## config.mk

```make
export PLATFORM = sky130hd
export DESIGN_NAME = data_mem_arbiter
export DESIGN_NICKNAME = d
export VERILOG_FILES = /design/src/rtl/data_mem_pkg.sv /design/src/rtl/arb_rr_pick.sv /design/src/rtl/data_mem_arbiter.sv
export SDC_FILE = /design/constraint.sdc
export NUM_CORES = 1
export LEC_CHECK = 0
export CORE_MARGIN = 1
export CORE_UTILIZATION = 39
export DETAILED_ROUTE_END_ITERATION = 12
export PLACE_DENSITY = 0.87
export SYNTH_ARGS = -nofsm -noshare
export SYNTH_HDL_FRONTEND = slang
export SYNTH_HIERARCHICAL = 1
export SYNTH_SLANG_ARGS = --single-unit
```

## constraint.sdc

```tcl
create_clock -name clock -period 1.65 [get_ports clock]
set_input_delay 0.2475 -clock clock [delete_from_list [all_inputs] [get_ports clock]]
set_output_delay 0.2475 -clock clock [all_outputs]
set_load 0.005 [all_outputs]
```

## src/rtl/data_mem_pkg.sv

```systemverilog
// Shared definitions for the data memory arbiter: default widths, FSM states
// and requester ids.
package data_mem_pkg;

    localparam int DEF_ADDR_W = 6;
    localparam int DEF_DATA_W = 32;

    typedef enum logic [1:0] {
        IDLE  = 2'd0,
        ISSUE = 2'd1,
        WAIT  = 2'd2,
        DONE  = 2'd3
    } arb_state_t;

    localparam logic REQ_I = 1'b0;
    localparam logic REQ_D = 1'b1;

endpackage

```

## src/rtl/arb_rr_pick.sv

```systemverilog
// Two-way round-robin picker: on a tie the requester not granted last wins.
module arb_rr_pick
    import data_mem_pkg::*;
(
    input  logic [1:0] req,
    input  logic       last_grant,
    output logic       grant,
    output logic       valid
);

    always_comb begin
        valid = |req;
        if (&req) begin
            grant = ~last_grant;
        end else begin
            grant = req[1] ? REQ_D : REQ_I;
        end
    end

endmodule

```

## src/rtl/data_mem_arbiter.sv

```systemverilog
// Arbitrates the shared block data memory between the I-cache (read only)
// and the D-cache (read / write-back), one access at a time.
module data_mem_arbiter
    import data_mem_pkg::*;
#(
    parameter int ADDR_W = DEF_ADDR_W,
    parameter int DATA_W = DEF_DATA_W
) (
    input  logic              clock,
    input  logic              reset,
    input  logic              i_read,
    input  logic [ADDR_W-1:0] i_address,
    output logic [DATA_W-1:0] i_readdata,
    output logic              i_busywait,
    input  logic              d_read,
    input  logic              d_write,
    input  logic [ADDR_W-1:0] d_address,
    input  logic [DATA_W-1:0] d_writedata,
    output logic [DATA_W-1:0] d_readdata,
    output logic              d_busywait,
    output logic              mem_read,
    output logic              mem_write,
    output logic [ADDR_W-1:0] mem_address,
    output logic [DATA_W-1:0] mem_writedata,
    input  logic [DATA_W-1:0] mem_readdata,
    input  logic              mem_busywait
);

    arb_state_t state;
    logic       winner;
    logic       live;
    logic       last_grant;
    logic       pick_grant;
    logic       pick_valid;
    logic       d_req;
    logic       win_req;

    assign d_req   = d_read | d_write;
    assign win_req = (winner == REQ_D) ? d_req : i_read;

    arb_rr_pick u_pick (
        .req        ({d_req, i_read}),
        .last_grant (last_grant),
        .grant      (pick_grant),
        .valid      (pick_valid)
    );

    // live drops if the winner abandons its request, so a re-raised request
    // is not released by the DONE of the abandoned access.
    assign i_busywait = i_read & ~(state == DONE && winner == REQ_I && live);
    assign d_busywait = d_req  & ~(state == DONE && winner == REQ_D && live);

    always_ff @(posedge clock or negedge reset) begin
        if (!reset) begin
            state         <= IDLE;
            winner        <= REQ_I;
            live          <= 1'b0;
            last_grant    <= REQ_D;
            mem_read      <= 1'b0;
            mem_write     <= 1'b0;
            mem_address   <= '0;
            mem_writedata <= '0;
            i_readdata    <= '0;
            d_readdata    <= '0;
        end else begin
            case (state)
                IDLE: begin
                    if (pick_valid) begin
                        winner <= pick_grant;
                        live   <= 1'b1;
                        state  <= ISSUE;
                        // Strobes are registered here so they are visible during ISSUE.
                        if (pick_grant == REQ_D) begin
                            mem_address   <= d_address;
                            mem_writedata <= d_writedata;
                            mem_write     <= d_write;
                            mem_read      <= ~d_write;
                        end else begin
                            mem_address <= i_address;
                            mem_write   <= 1'b0;
                            mem_read    <= 1'b1;
                        end
                    end
                end
                ISSUE: begin
                    if (!win_req) live <= 1'b0;
                    state <= WAIT;
                end
                WAIT: begin
                    if (!win_req) live <= 1'b0;
                    if (!mem_busywait) begin
                        if (mem_read && live && win_req) begin
                            if (winner == REQ_D) d_readdata <= mem_readdata;
                            else                 i_readdata <= mem_readdata;
                        end
                        mem_read   <= 1'b0;
                        mem_write  <= 1'b0;
                        last_grant <= winner;
                        state      <= DONE;
                    end
                end
                DONE: begin
                    state <= IDLE;
                end
                default: begin
                    state <= IDLE;
                end
            endcase
        end
    end

endmodule

```

==> flow_metrics.py <==
metrics = {
    "floorplan": {
        "die-area_sq_um": 12100,
        "io_pins": 188,
        "fp.dieW_um": 110,
        "rows": 39,
        "fp.coreArea_sq_um": 11400,
        "die_y_um": 110,
        "initial_core_util_pct": 40.0,
    },
    "logic_synthesis": {
        "ys_top_cells_by_area": "dfrtp_1 (59%), mux2_4 (19%), mux2_2 (8.9%)",
        "yosysTopAreaCellShare_pct": 59.2,
        "synth_common_cells": "dfrtp_1 (108), mux2_4 (59), mux2_2 (36), buf_6 (9)",
        "synthArstFlopShare_pct": 100,
        "synth_seq_cells": 109,
        "netlist_instances": 275,
        "yosysTopAreaCell": "dfrtp_1",
        "yosys_most_used_dff": "dfrtp_1",
        "synth_edf_count": 0,
        "syn-num-nets": 360,
        "avgSynthCellArea_sq_um": 16.6,
        "synth_area_sq_um": 4560,
        "ys_warn_count": 6,
        "yosysSeqAreaShare_pct": 59.8,
        "synth_cell_types": 32,
        "synth.most_common_cell": "dfrtp_1",
    },
    "global_routing": {
        "grt_max_degree": 63,
        "first_global_vias": 3284,
        "grt_pass1_wl_um": 16400,
        "grt_overflow": 0,
        "track_usage_pct": 18.2,
        "antenna_found_initial": 0,
    },
    "clocking": {
        "cts_max_level": 3,
        "cts_sinks": 109,
        "cts_tree": "yes",
        "clock-root-buffer": "clkbuf_16",
        "clock_path_buffers": 2,
        "clkTransAtPathRegs_ps": 70,
        "numCtsBuffers": 9,
        "worstSkewPairLatency_ps": 350,
    },
    "timing": {
        "fin_crit_ps": 1750,
        "finalSetupViolCount": 15,
        "fin_crit_sh_pct": 106,
        "finClkSkew_ps": 6.56,
        "worst_slack_ps": -102,
        "fmax_mhz": 571,
        "worst-slew-pin-transition_ps": 335,
        "slew_violations": 0,
        "rsz0062_at_grt": "yes",
        "relSlewSlack_pct": 77.7,
        "hold_viol_final": 0,
    },
    "drt": {
        "first_pass_iters": 4,
        "drt_iter0_markers": 131,
        "routedWlPerCell_um": 17.2,
        "via_per_inst": 4.82,
        "drc": 0,
        "finalWirelength_um": 11200,
        "ant_nets": 0,
        "vias": 3126,
    },
    "power": {
        "fin_total_pwr_w": 0.0125,
        "powerDensity_nw_per_um2": 1690,
        "power_leakage_nw": 3.37,
        "irDropWorstVdd_mv": 0.999,
    },
    "place": {
        "dp_hpwl_um": 7960,
        "gp_congestion": 0.801,
        "dpl_worst_slack_ps": -447,
        "io_buffers": 187,
    },
    "setup_path": {
        "crit_path_cell_trace": "buf_4, ha_1, nand2_2, buf_4, o21a_1, buf_2",
        "critPathKind": "flip-flop to output port",
        "critPathArrivalTime_ps": 1500,
        "critPathMaxFanout": 2,
        "critPathLaunchType": "flip-flop",
        "critPathSlowestCell": "dfrtp_1",
        "worst_ep_required_time_ps": 1400,
        "critPathMaxStageDelay_ps": 370,
        "crit_top_cell": "buf_4",
        "worstSetupEndpointType": "output port",
    },
    "status": {
        "violations": "setup timing",
        "status": "finished with violations",
    },
    "cells_and_area": {
        "layout-drive-gt1-share_pct": 33.0,
        "final_core_util_pct": 64.4,
        "areaGrowthSynthToFinish_pct": 61.2,
        "diodes": 0,
        "fin_nets": 586,
        "fillCellCount": 822,
    },
    "run": {
        "max_cap_viol_count": 0,
    },
    "min_path": {
        "hp-class": "input pin to async pin",
    },
}
-- final timing paths --
kind,start,endpoint,slack [ps],depth (start not counted)
setup / recovery,state[0]$_DFFE_PN0P_,d_busywait,-100,6
hold / removal,reset,mem_writedata[5]$_DFFE_PN0P_,460,3
setup reg to reg,state[0]$_DFFE_PN0P_,d_readdata[31]$_DFFE_PN0P_,-20,7
hold reg to reg,i_readdata[4]$_DFFE_PN0P_,i_readdata[4]$_DFFE_PN0P_,490,1
max in group asynchronous,reset,i_readdata[13]$_DFFE_PN0P_,890,3
min in group clock,d_write,mem_write$_DFFE_PN0P_,480,4
-- cells by family after synthesis --
kind of cell	share of synthesized area, %
buffers and inverters	3.07
AO/OA/AOI/OAI	3.02
adder cells (fa/ha/maj)	0.823
flip-flops	59.8
AND/OR/NAND/NOR	3.18
multiplexers	30.1
-- stage by stage --
stage          setup TNS (ps)  cell area, sq um  hold slack, ps  std cells
2_1_floorplan               0              4590           -48.1        275
3_5_place_dp           -29620              6810             265        622
6_report                 -255              7360             456        649
5_1_grt                 -3520              7360             468        649
4_1_cts                 -1610              7250             450        646
3_3_place_gp           -27460              6810             257        622
-- sequential cells by signal, indices dropped and copies added (netlist names) --
| signal | flops |
|---|---|
| mem_writedata | 32 |
| i_readdata | 32 |
| winner | 1 |
| d_readdata | 32 |
| last_grant | 1 |
| state | 2 |
| live | 1 |
| mem_address | 6 |
| mem_read | 1 |
| mem_write | 1 |
-- timing repair --
action | CTS | global route
pin swaps | 5 | 3
hold buffers | 1 | 0
buffers inserted | 5 | 1
endpoints found under the setup margin | 94 | 93
cloned | 2 | 3
hold endpoints to repair | 108 | 0
resized for setup | 16 | 10
-- where the power goes --
group | switching [W] | internal [W] | leakage, nW | total (W)
combinational | 0.00165 | 0.00383 | 1.82 | 0.00548
clock | 0.000991 | 0.00149 | 0.158 | 0.00248
sequential | 0.000685 | 0.00382 | 1.39 | 0.00451
total | 0.00333 | 0.00913 | 3.37 | 0.0125
-- cells in the final DEF (no fill, tap or decap), types with 2 or more instances in the layout --
cell,n
mux2_4,60
nor2_1,6
dfrtp_1,107
mux2_2,36
ha_4,2
a22o_1,3
mux2i_1,6
bufinv_16,3
buf_2,2
clkinvlp_4,3
o21ai_0,5
clkdlybuf4s50_1,182
clkbuf_16,12
buf_12,7
nand2b_1,2
nor2_4,2
a21oi_1,6
nand2_1,3
buf_4,24
buf_6,4
o21a_1,2
inv_1,4
dlygate4sd2_1,2
-- worst max-delay path, delay by kind of cell (launching register included) --
family | cells | cell delay (ps)
flops | 1 | 370
compound gates | 1 | 160
simple gates | 1 | 70
fa+ha+maj | 1 | 180
buf+inv | 3 | 370
-- routing by layer --
layer	GRT usage, %	part of all wire [%]	vias up
met5	0	0	-
met2	32.9	53	104
met3	4.64	6.6	13
met4	7.33	1.6	0
met1	20.5	39	1586
li1	-	-	1423
-- final cells by class --
class	count	area, sq um	area share, %
multi-input combinational	150	1750	23.8
clock buffer	9	225	3.06
clock inverter	7	121	1.65
timing repair buffer	226	2330	31.6
tap	143	179	2.43
sequential	109	2730	37.1
inverter	5	18.8	0.255
Power figures use the tool's default switching activity.
